## config.mk

```make
export PLATFORM = sky130hd
export DESIGN_NAME = lcd_window_display
export DESIGN_NICKNAME = d
export VERILOG_FILES = /design/src/rtl/lcd_disp_pkg.sv /design/src/rtl/lcd_valid_delay.sv /design/src/rtl/lcd_window_display.sv
export SDC_FILE = /design/constraint.sdc
export NUM_CORES = 1
export LEC_CHECK = 0
export ABC_AREA = 1
export BUFFER_PORTS_ARGS = -buffer_cell sky130_fd_sc_hd__buf_4
export CORE_UTILIZATION = 51
export DETAILED_ROUTE_END_ITERATION = 16
export GPL_ROUTABILITY_DRIVEN = 0
export GPL_TIMING_DRIVEN = 0
export PLACE_DENSITY = 0.81
export SLEW_MARGIN = 0
export SYNTH_ARGS = -nofsm -noshare
export SYNTH_HDL_FRONTEND = slang
export SYNTH_SLANG_ARGS = --single-unit
```

## constraint.sdc

```tcl
create_clock -name lcd_clk -period 2.9 [get_ports lcd_clk]
set_input_delay 0.29 -clock lcd_clk [delete_from_list [all_inputs] [get_ports lcd_clk]]
set_output_delay 0.29 -clock lcd_clk [all_outputs]
set_load 0.005 [all_outputs]
```

## src/rtl/lcd_disp_pkg.sv

```systemverilog
// ---------------------------------------------------------------------------
// lcd_disp_pkg
//   Shared definitions for the LCD window display path: coordinate widths,
//   the signed working type used for window arithmetic, the latched window
//   geometry record, colour constants and a small clamp helper.
// ---------------------------------------------------------------------------
package lcd_disp_pkg;

  // Width of the pixel coordinates produced by lcd_driver.
  localparam int COORD_W = 11;
  // One extra bit so that lead-in and border arithmetic can go negative
  // without wrapping.
  localparam int CALC_W  = COORD_W + 1;

  // RGB565 colour constants.
  localparam logic [15:0] BLACK = 16'h0000;
  localparam logic [15:0] WHITE = 16'hFFFF;

  typedef logic signed [CALC_W-1:0] calc_t;

  // Window origin, captured once per frame at pixel (0,0).
  typedef struct packed {
    logic [COORD_W-1:0] x0;
    logic [COORD_W-1:0] y0;
  } win_geom_t;

  // Zero-extends an unsigned coordinate into the signed working type.
  function automatic calc_t to_calc(input logic [COORD_W-1:0] v);
    return calc_t'({1'b0, v});
  endfunction

  // min(max(v, lo), hi) on unsigned coordinates; callers guarantee lo <= hi.
  function automatic logic [COORD_W-1:0] clamp_coord(
    input logic [COORD_W-1:0] v,
    input logic [COORD_W-1:0] lo,
    input logic [COORD_W-1:0] hi
  );
    logic [COORD_W-1:0] r;
    r = (v < lo) ? lo : v;
    r = (r > hi) ? hi : r;
    return r;
  endfunction

endpackage

```

## src/rtl/lcd_valid_delay.sv

```systemverilog
// ---------------------------------------------------------------------------
// lcd_valid_delay
//   DEPTH-stage single-bit shift register used to align a request strobe with
//   data that comes back DEPTH cycles later.
//
//   Ports:
//     clk    in   clock
//     rst_n  in   asynchronous active-low reset, clears every stage
//     d_i    in   strobe entering the pipe
//     q_o    out  strobe delayed by exactly DEPTH cycles
// ---------------------------------------------------------------------------
module lcd_valid_delay #(
  parameter int DEPTH = 1
) (
  input  logic clk,
  input  logic rst_n,
  input  logic d_i,
  output logic q_o
);

  logic [DEPTH-1:0] pipe_q;
  logic [DEPTH-1:0] pipe_d;

  // NOTE: every bit of pipe_d is given a value before any conditional logic,
  // so no path leaves it unassigned and no latch is inferred.
  always_comb begin
    pipe_d    = '0;
    pipe_d[0] = d_i;
    for (int i = 1; i < DEPTH; i++) begin
      pipe_d[i] = pipe_q[i-1];
    end
  end

  // NOTE: state is updated with non-blocking assignments so that every stage
  // samples the previous value of its neighbour on the same edge.
  // NOTE: every stage is reset rather than left to flush: a stale 1 left in
  // the pipe would release a phantom pixel straight after reset.
  always_ff @(posedge clk or negedge rst_n) begin
    if (!rst_n) begin
      pipe_q <= '0;
    end else begin
      pipe_q <= pipe_d;
    end
  end

  assign q_o = pipe_q[DEPTH-1];

endmodule

```

## src/rtl/lcd_window_display.sv

```systemverilog
// ---------------------------------------------------------------------------
// lcd_window_display
//   Places an H_IMG x V_IMG camera window on the H_LCD x V_LCD raster, either
//   centred or at runtime offsets latched once per frame. Pixel requests are
//   issued RD_LATENCY columns ahead of the window so that returned data lines
//   up with the raster, an optional BORDER_W frame is drawn around the window,
//   and everything else shows BG_COLOR.
//
//   Ports:
//     lcd_clk      in   pixel clock
//     sys_rst_n    in   asynchronous active-low reset
//     pixel_xpos   in   current LCD column
//     pixel_ypos   in   current LCD row
//     cfg_center   in   1 = centre the window, 0 = use cfg_x_off/cfg_y_off
//     cfg_x_off    in   requested window left column
//     cfg_y_off    in   requested window top row
//     cmos_data    in   pixel returned RD_LATENCY cycles after data_req
//     data_req     out  request for the next image pixel
//     lcd_data     out  pixel to the LCD
//     frame_start  out  one-cycle pulse after a new geometry is latched
// ---------------------------------------------------------------------------
module lcd_window_display
  import lcd_disp_pkg::*;
#(
  parameter int                DATA_W       = 16,
  parameter int                H_LCD        = 800,
  parameter int                V_LCD        = 480,
  parameter int                H_IMG        = 640,
  parameter int                V_IMG        = 480,
  parameter int                RD_LATENCY   = 1,
  parameter int                BORDER_W     = 0,
  parameter logic [DATA_W-1:0] BG_COLOR     = DATA_W'(BLACK),
  parameter logic [DATA_W-1:0] BORDER_COLOR = DATA_W'(WHITE)
) (
  input  logic               lcd_clk,
  input  logic               sys_rst_n,
  input  logic [COORD_W-1:0] pixel_xpos,
  input  logic [COORD_W-1:0] pixel_ypos,
  input  logic               cfg_center,
  input  logic [COORD_W-1:0] cfg_x_off,
  input  logic [COORD_W-1:0] cfg_y_off,
  input  logic [DATA_W-1:0]  cmos_data,
  output logic               data_req,
  output logic [DATA_W-1:0]  lcd_data,
  output logic               frame_start
);

  // -------------------------------------------------------------------------
  // Elaboration-time parameter checks
  // -------------------------------------------------------------------------
  if (RD_LATENCY < 1 || RD_LATENCY > 8) begin : g_bad_latency
    $error("lcd_window_display: RD_LATENCY must be in 1..8");
  end

  // The window may not start before column RD_LATENCY, so the image plus its
  // lead-in has to fit on one LCD line.
  if (H_IMG + RD_LATENCY > H_LCD) begin : g_bad_width
    $error("lcd_window_display: H_IMG + RD_LATENCY exceeds H_LCD");
  end

  if (V_IMG > V_LCD) begin : g_bad_height
    $error("lcd_window_display: V_IMG exceeds V_LCD");
  end

  // -------------------------------------------------------------------------
  // Constants
  // -------------------------------------------------------------------------
  localparam logic [COORD_W-1:0] X_CTR = COORD_W'((H_LCD - H_IMG) / 2);
  localparam logic [COORD_W-1:0] Y_CTR = COORD_W'((V_LCD - V_IMG) / 2);
  localparam logic [COORD_W-1:0] X_MIN = COORD_W'(RD_LATENCY);
  localparam logic [COORD_W-1:0] X_MAX = COORD_W'(H_LCD - H_IMG);
  localparam logic [COORD_W-1:0] Y_MAX = COORD_W'(V_LCD - V_IMG);

  localparam calc_t LAT_C   = calc_t'(RD_LATENCY);
  localparam calc_t H_IMG_C = calc_t'(H_IMG);
  localparam calc_t V_IMG_C = calc_t'(V_IMG);
  localparam calc_t H_LCD_C = calc_t'(H_LCD);
  localparam calc_t V_LCD_C = calc_t'(V_LCD);
  localparam calc_t BRD_C   = calc_t'(BORDER_W);
  localparam calc_t ZERO_C  = calc_t'(0);

  localparam logic BORDER_EN = (BORDER_W > 0);

  localparam win_geom_t GEOM_CTR = '{x0: X_CTR, y0: Y_CTR};

  // -------------------------------------------------------------------------
  // Geometry latch: only at pixel (0,0), so mid-frame configuration changes
  // never tear the current frame.
  // -------------------------------------------------------------------------
  win_geom_t geom_q;
  win_geom_t geom_d;
  logic      frame_start_q;
  logic      at_origin;

  assign at_origin = (pixel_xpos == '0) && (pixel_ypos == '0);

  always_comb begin
    geom_d = geom_q;
    if (at_origin) begin
      if (cfg_center) begin
        geom_d = GEOM_CTR;
      end else begin
        geom_d.x0 = clamp_coord(cfg_x_off, X_MIN, X_MAX);
        geom_d.y0 = clamp_coord(cfg_y_off, '0, Y_MAX);
      end
    end
  end

  always_ff @(posedge lcd_clk or negedge sys_rst_n) begin
    if (!sys_rst_n) begin
      geom_q        <= GEOM_CTR;
      frame_start_q <= 1'b0;
    end else begin
      geom_q        <= geom_d;
      frame_start_q <= at_origin;
    end
  end

  assign frame_start = frame_start_q;

  // -------------------------------------------------------------------------
  // Window decode in signed working precision
  // -------------------------------------------------------------------------
  calc_t pix_x;
  calc_t pix_y;
  calc_t win_x0;
  calc_t win_y0;

  assign pix_x  = to_calc(pixel_xpos);
  assign pix_y  = to_calc(pixel_ypos);
  assign win_x0 = to_calc(geom_q.x0);
  assign win_y0 = to_calc(geom_q.y0);

  logic win_rows;
  logic req_cols;
  logic win_cols;
  logic in_window;

  assign win_rows  = (pix_y >= win_y0) && (pix_y < win_y0 + V_IMG_C);
  // Request columns lead the window by RD_LATENCY so data lands on win_x0.
  assign req_cols  = (pix_x >= win_x0 - LAT_C) &&
                     (pix_x <  win_x0 + H_IMG_C - LAT_C);
  assign win_cols  = (pix_x >= win_x0) && (pix_x < win_x0 + H_IMG_C);
  assign in_window = win_rows && win_cols;

  // The geometry is combinational from registers, so reset has to gate the
  // request directly for it to drop the instant sys_rst_n falls.
  assign data_req = sys_rst_n && win_rows && req_cols;

  // -------------------------------------------------------------------------
  // Request-to-data alignment
  // -------------------------------------------------------------------------
  logic data_val;

  lcd_valid_delay #(
    .DEPTH (RD_LATENCY)
  ) u_valid_delay (
    .clk   (lcd_clk),
    .rst_n (sys_rst_n),
    .d_i   (data_req),
    .q_o   (data_val)
  );

  // -------------------------------------------------------------------------
  // Border: window rectangle grown by BORDER_W, clipped to the LCD.
  // -------------------------------------------------------------------------
  calc_t brd_x_lo;
  calc_t brd_x_hi;
  calc_t brd_y_lo;
  calc_t brd_y_hi;
  logic  in_expanded;
  logic  border_hit;

  always_comb begin
    brd_x_lo = win_x0 - BRD_C;
    brd_y_lo = win_y0 - BRD_C;
    if (brd_x_lo < ZERO_C) begin
      brd_x_lo = ZERO_C;
    end
    if (brd_y_lo < ZERO_C) begin
      brd_y_lo = ZERO_C;
    end
    brd_x_hi = win_x0 + H_IMG_C + BRD_C;
    brd_y_hi = win_y0 + V_IMG_C + BRD_C;
  end

  assign in_expanded = (pix_x >= brd_x_lo) && (pix_x < brd_x_hi) && (pix_x < H_LCD_C) &&
                       (pix_y >= brd_y_lo) && (pix_y < brd_y_hi) && (pix_y < V_LCD_C);

  // Gated by reset so the output is pure background while reset is held.
  assign border_hit = BORDER_EN && sys_rst_n && in_expanded && !in_window;

  // -------------------------------------------------------------------------
  // Output mux: image, then border, then background.
  // -------------------------------------------------------------------------
  always_comb begin
    lcd_data = BG_COLOR;
    if (data_val) begin
      lcd_data = cmos_data;
    end else if (border_hit) begin
      lcd_data = BORDER_COLOR;
    end
  end

endmodule

```

---- Word level (Yosys, flattened, before mapping) ----
Cells that the tools add are included.
storage, ports and cells
  output and inout bits ................... 18
  bits of input ports ..................... 63
  word-level logic and storage cells ...... 29
  register bits after elaboration ......... 24
cells by class
  add/subtract/negate cells ............... 4
  order comparisons ....................... 8
  multiplexer cells ....................... 6
  reduce and logical (&&, ||, !) cells .... 7
operators with widths
  operator                                                        count
  two-way mux 11 bit                                              4
  < comparator 12 bit                                             2
  logical NOT 11 bit                                              2
  < comparator 11 x 1 -> 1 bit, second input constant             2
  two-way mux 22 bit                                              1
  two-way mux 16 bit                                              1
  adder 11 x 10 -> 12 bit, second input constant                  1
  adder 11 x 9 -> 12 bit, second input constant                   1
  >= comparator 12 bit                                            1
  subtractor 11 x 1 -> 12 bit, second input constant              1
  subtractor 12 x 2 -> 12 bit, second input constant              1
  >= comparator 11 bit                                            1
  greater-than comparator 11 x 1 -> 1 bit, second input constant  1
  greater-than comparator 11 x 8 -> 1 bit, second input constant  1
  logical AND 1 bit                                               5

---- Depth between registers and ports, before layout ----
  word-level depth ........................ 5
  mapped depth ............................ 15
  mapped depth without buffers ............ 15

---- Modules after synthesis ----
From an unflattened synthesis, not the netlist that was laid out.
second synthesis, totals
  cell total of the unflattened synthesis .. 348
  area, all modules ....................... 2331.0 sq um
modules (own cells, without submodules)
  module              cells an instance  instances  area an instance (sq um)  seq. area each (sq um)
  lcd_window_display  347                1          2306.0                    578.1
  lcd_valid_delay     1                  1          25.0                      25.0

---- Worst setup path after synthesis ----
No wires, ideal clock.
  path type ............................... reg2out
  start point ............................. reg geom_q[11] in the netlist's numbering
  end point ............................... out data_req
  stages on the path, launching flop included .. 16
  required time ........................... 2610 ps
  setup slack ............................. 630 ps
  buffers on the path ..................... 0
  arrival ................................. 1980 ps
  path through ............................ dfrtp_1 -> inv_1 -> ha_1 -> nand2_2 -> nor3_4 -> xor2_1 -> ha_1 -> nand2_1 -> inv_1 -> a21boi_0 -> nand2_1 -> nand2_1 -> nand2_1 -> nand2_1 -> nand3_1 -> nor2_1
on the way
  cells in the longest elaborated chain, start to end .. 5
  elaborated cells on any way between the ends .. 7
  classes of those cells .................. add/sub (3); order compare (2); reduce/logical (2)
ends and longest elaborated chain
  what                         line                       source
  from (decl)                  lcd_window_display.sv:90   win_geom_t geom_q;
  from (signal assigned)       lcd_window_display.sv:114  geom_q <= geom_d;
  adder 11 x 10 -> 12 bit      n/a
  subtractor 12 x 2 -> 12 bit  lcd_window_display.sv:142  (pix_x < win_x0 + H_IMG_C - LAT_C);
  < comparator 12 bit          lcd_window_display.sv:142
  logical AND 1 bit *          lcd_window_display.sv:141  assign req_cols = (pix_x >= win_x0 - LAT_C) &&
  logical AND 1 bit *          lcd_window_display.sv:148  assign data_req = sys_rst_n && win_rows && req_cols;
  to (decl)                    lcd_window_display.sv:43   output logic data_req,
Every way passes the cells marked *; elsewhere a longest branch is shown, timed or not.

---- Worst setup path after layout ----
  start point ............................. reg geom_q[12] in the netlist's numbering
  end point ............................... out data_req
The elaborated chain is that of the path after synthesis.

==> impl_metrics.csv <==
group,metric,value,unit
run_status,outcome,"complete, no violations",
cells_and_area,fillers,370,
timing,fin_setup_tns,0,ns
timing,period_minus_slack,2.76,ns
timing,fin_crit_sh,0.952,
grt,grt_max_degree,26,
clocking,cts_buffers,3,
power,power-per-cell-area,231,nW/µm²
floorplan,core_area,4410,µm²
placement,hpwl,4330,µm
cells_and_area,finalCoreUtilization,0.716,
floorplan,die_w,70.4,µm
synth,ys_async_sr_fraction,1.00,
run,cap_violations,0,
power,p_sw,0.188,mW
clocking,cts_tree,"built",
synth,synth-seq-cells,24,
floorplan,pin_count,81,
critical_path,cp_common_cell,"nand2_1",
synth,syn_avg_cell_area,6.82,µm²
route,wl,5410,µm
critical_path,cp_cell_sequence,"inv_2 > ha_4 > nand2_4 > nor3_4 > xor2_1 > ha_1 > nand2_2 > buf_4 > nor2_1 > nand2_1 > nand2_1 > nand2_1 > nand2_2 > a21oi_2 > nor2_2 > buf_4",
synth,synth.area.top_cells,"dfrtp_1 (23%), ha_1 (18%), nand2_1 (16%)",
min_path,worstHoldPathType,"input port to flip-flop",
grt,grt_pass1_vias,2265,
clocking,cts_num_sinks,24,
placement,numPortBuffers,69,
critical_path,cp_max_fo,3,
critical_path,startpoint_type,"flip-flop",
route,wl_per_cell,11.2,µm
route,drt_iter0_markers,74,
power,p_total,0.730,mW
power,pwr-share-clk,0.315,
synth,netlist.area_leader.share,0.230,
clocking,htreeDepth,1,
route,drtPass1Iterations,4,
route,vias,2380,
timing,max_freq,362,MHz
critical_path,slowest_stage,"dfrtp_1",
timing,skew,0.00366,ns
critical_path,cp.arrival,2.47,ns
synth,yosysMostFrequentCell,"nand2_1",
route,drc,0,
critical_path,end_kind,"output pin",
cells_and_area,final_nets,530,
synth,synthTopCellsByCount,"nand2_1 (101), inv_1 (72), nor2_1 (35)",
critical_path,cpPeakStageDelay,0.43,ns
synth,synth_edf_count,0,
cells_and_area,area_growth,32.4,%
cells_and_area,num_antenna_cells,0,
grt,antenna_found_initial,0,
synth,ys.warnings.count,0,
grt,grt_pass1_wl,9140,µm
timing,setup_viol,0,
synth,synth_cells,350,
floorplan,die-area,4960,µm²
synth,ys_types,33,
power,combPwrFrac,0.227,
critical_path,critPathKind,"flip-flop to output pin",
power,vdd_ir_drop_max,0.192,mV
timing,slew_headroom,0.758,
timing,drv_slew,0,
clocking,root_buffer,"clkbuf_8",
synth,yosys.area.top_type,"dfrtp_1",
floorplan,start_util,0.541,
power,power_leakage,1.92,nW
cells_and_area,drive_above_1_share,0.259,
synth,synth_nets,447,
synth,ys_seq_area_frac,0.252,
timing,rsz0062_at_grt,"true",
clocking,clk_latency,0.27,ns
power,p_int,0.542,mW
grt,grt-ovfl-total,0,
clocking,clk_pin_slew_worst_paths,0.08,ns
route,postRouteAntennaNets,0,
floorplan,placementRows,24,
timing,hold_viol,0,
route,viasPerCell,4.92,
timing,tightest_slew,0.364,ns
synth,synth_area,2390,µm²
power,p_sw_frac,0.258,
clocking,clk_path_buf_depth,2,
critical_path,critPathRequiredTime,2.61,ns
power,p_seq_frac,0.459,
grt,grt_use_total,0.227,
synth,ys.flop_type,"dfrtp_1",
floorplan,die_height,70.4,µm
[worst max-delay path: cells and delay by family, from the launching register on]
family                   cells  cell delay (ns)
XOR/XNOR                     1             0.20
adder cells (fa/ha/maj)      2             0.44
flip-flops                   1             0.43
buffers and inverters        3             0.33
AND/OR/NAND/NOR              9             0.66
AO/OA/AOI/OAI                1             0.15
[sequential cells by signal (all words and copies together), names as in the netlist]
name               cells
frame_start            1
geom_q                22
u_valid_delay.q_o      1
[layout by cell type (no fill, tap or decap), types with 2 or more instances in the layout]
cell type and instances:
a21boi_1 2, nand4_1 5, nor3_2 2, a21oi_1 13
nor2_4 3, xor2_1 12, ha_1 33, nand2_1 98
clkbuf_1 3, nand2_2 4, nor2_1 33, nand3_1 13
a21oi_2 2, o21bai_1 2, a21o_1 2, inv_2 3
inv_1 70, dfrtp_1 21, buf_4 77, clkbuf_8 4
xnor2_1 2, dfstp_2 2, a22o_1 2, o21ai_0 4
nor2_2 4, buf_6 2
[through the flow]
stage,instance area [µm²],setup WS [ns],hold slack (ns),instances
finish,3160,0.140,0.247,484
global route,3160,-0.0648,0.253,484
CTS,3070,0.00669,0.241,480
detailed placement,2970,0.192,0.208,471
global placement,2970,0.294,0.207,471
floorplan,2390,0.630,-0.00559,350
[final timing paths]
kind | start | to | slack [ns] | depth (start not counted)
hold / removal | cfg_x_off[4] | geom_q[15]$_DFFE_PN1P_ | 0.25 | 3
hold reg to reg | geom_q[4]$_DFFE_PN0P_ | geom_q[4]$_DFFE_PN0P_ | 0.47 | 2
min in group asynchronous | sys_rst_n | geom_q[6]$_DFFE_PN0P_ | 0.44 | 2
setup / recovery | geom_q[12]$_DFFE_PN0P_ | data_req | 0.14 | 16
setup reg to reg | geom_q[12]$_DFFE_PN0P_ | u_valid_delay.q_o$_DFF_PN0_ | 0.61 | 16
max in group asynchronous | sys_rst_n | geom_q[15]$_DFFE_PN1P_ | 2.17 | 2
[routing by layer]
layer  part of all wire  track usage  vias up  routed length, µm
met1               0.43        0.271     1048               2340
met4              0.024       0.0911        0                128
li1                   -            -     1241                  -
met2               0.48        0.390       78               2590
met3              0.065       0.0505       13                349
met5                  0            0        -                  0
[power groups by stage]
| stage | Clock (mW) | Combinational (mW) | Sequential [mW] |
|---|---|---|---|
| finish | 0.230 | 0.166 | 0.335 |
| global route | 0.252 | 0.190 | 0.335 |
| CTS | 0.237 | 0.163 | 0.335 |
| detailed placement | 0 | 0.160 | 0.341 |
| global placement | 0 | 0.155 | 0.341 |
| floorplan | 0 | 0.0690 | 0.342 |
[cell type report]
type / count / area [µm²] / area share
plain buffers: 5 / 33.8 / 0.0107
clock buffers: 4 / 55.1 / 0.0174
well taps: 52 / 65.1 / 0.0206
multi-input cells: 248 / 1540 / 0.488
repair buffers: 78 / 588 / 0.186
inverters: 73 / 274 / 0.0867
flip-flops and latches: 24 / 604 / 0.191
[cell families (layout without fill, tap and decap cells)]
| family | count (synthesis) | in the layout | share of synthesized area |
|---|---|---|---|
| compound gates | 31 | 31 | 0.0807 |
| xor+xnor | 15 | 15 | 0.0550 |
| fa+ha+maj | 34 | 34 | 0.178 |
| buf+inv | 78 | 160 | 0.129 |
| flops | 24 | 24 | 0.252 |
| simple gates | 168 | 168 | 0.305 |
[what timing repair did]
| action | in CTS | in global routing |
|---|---|---|
| gates resized for setup | 3 | 16 |
| endpoints found under the hold margin | 22 | 0 |
| hold buffers | 1 | 0 |
| setup buffers | 4 | 4 |
| endpoints found under the setup margin | 1 | 1 |
| pin swaps | 5 | 11 |
(Power assumes the default switching activity.)
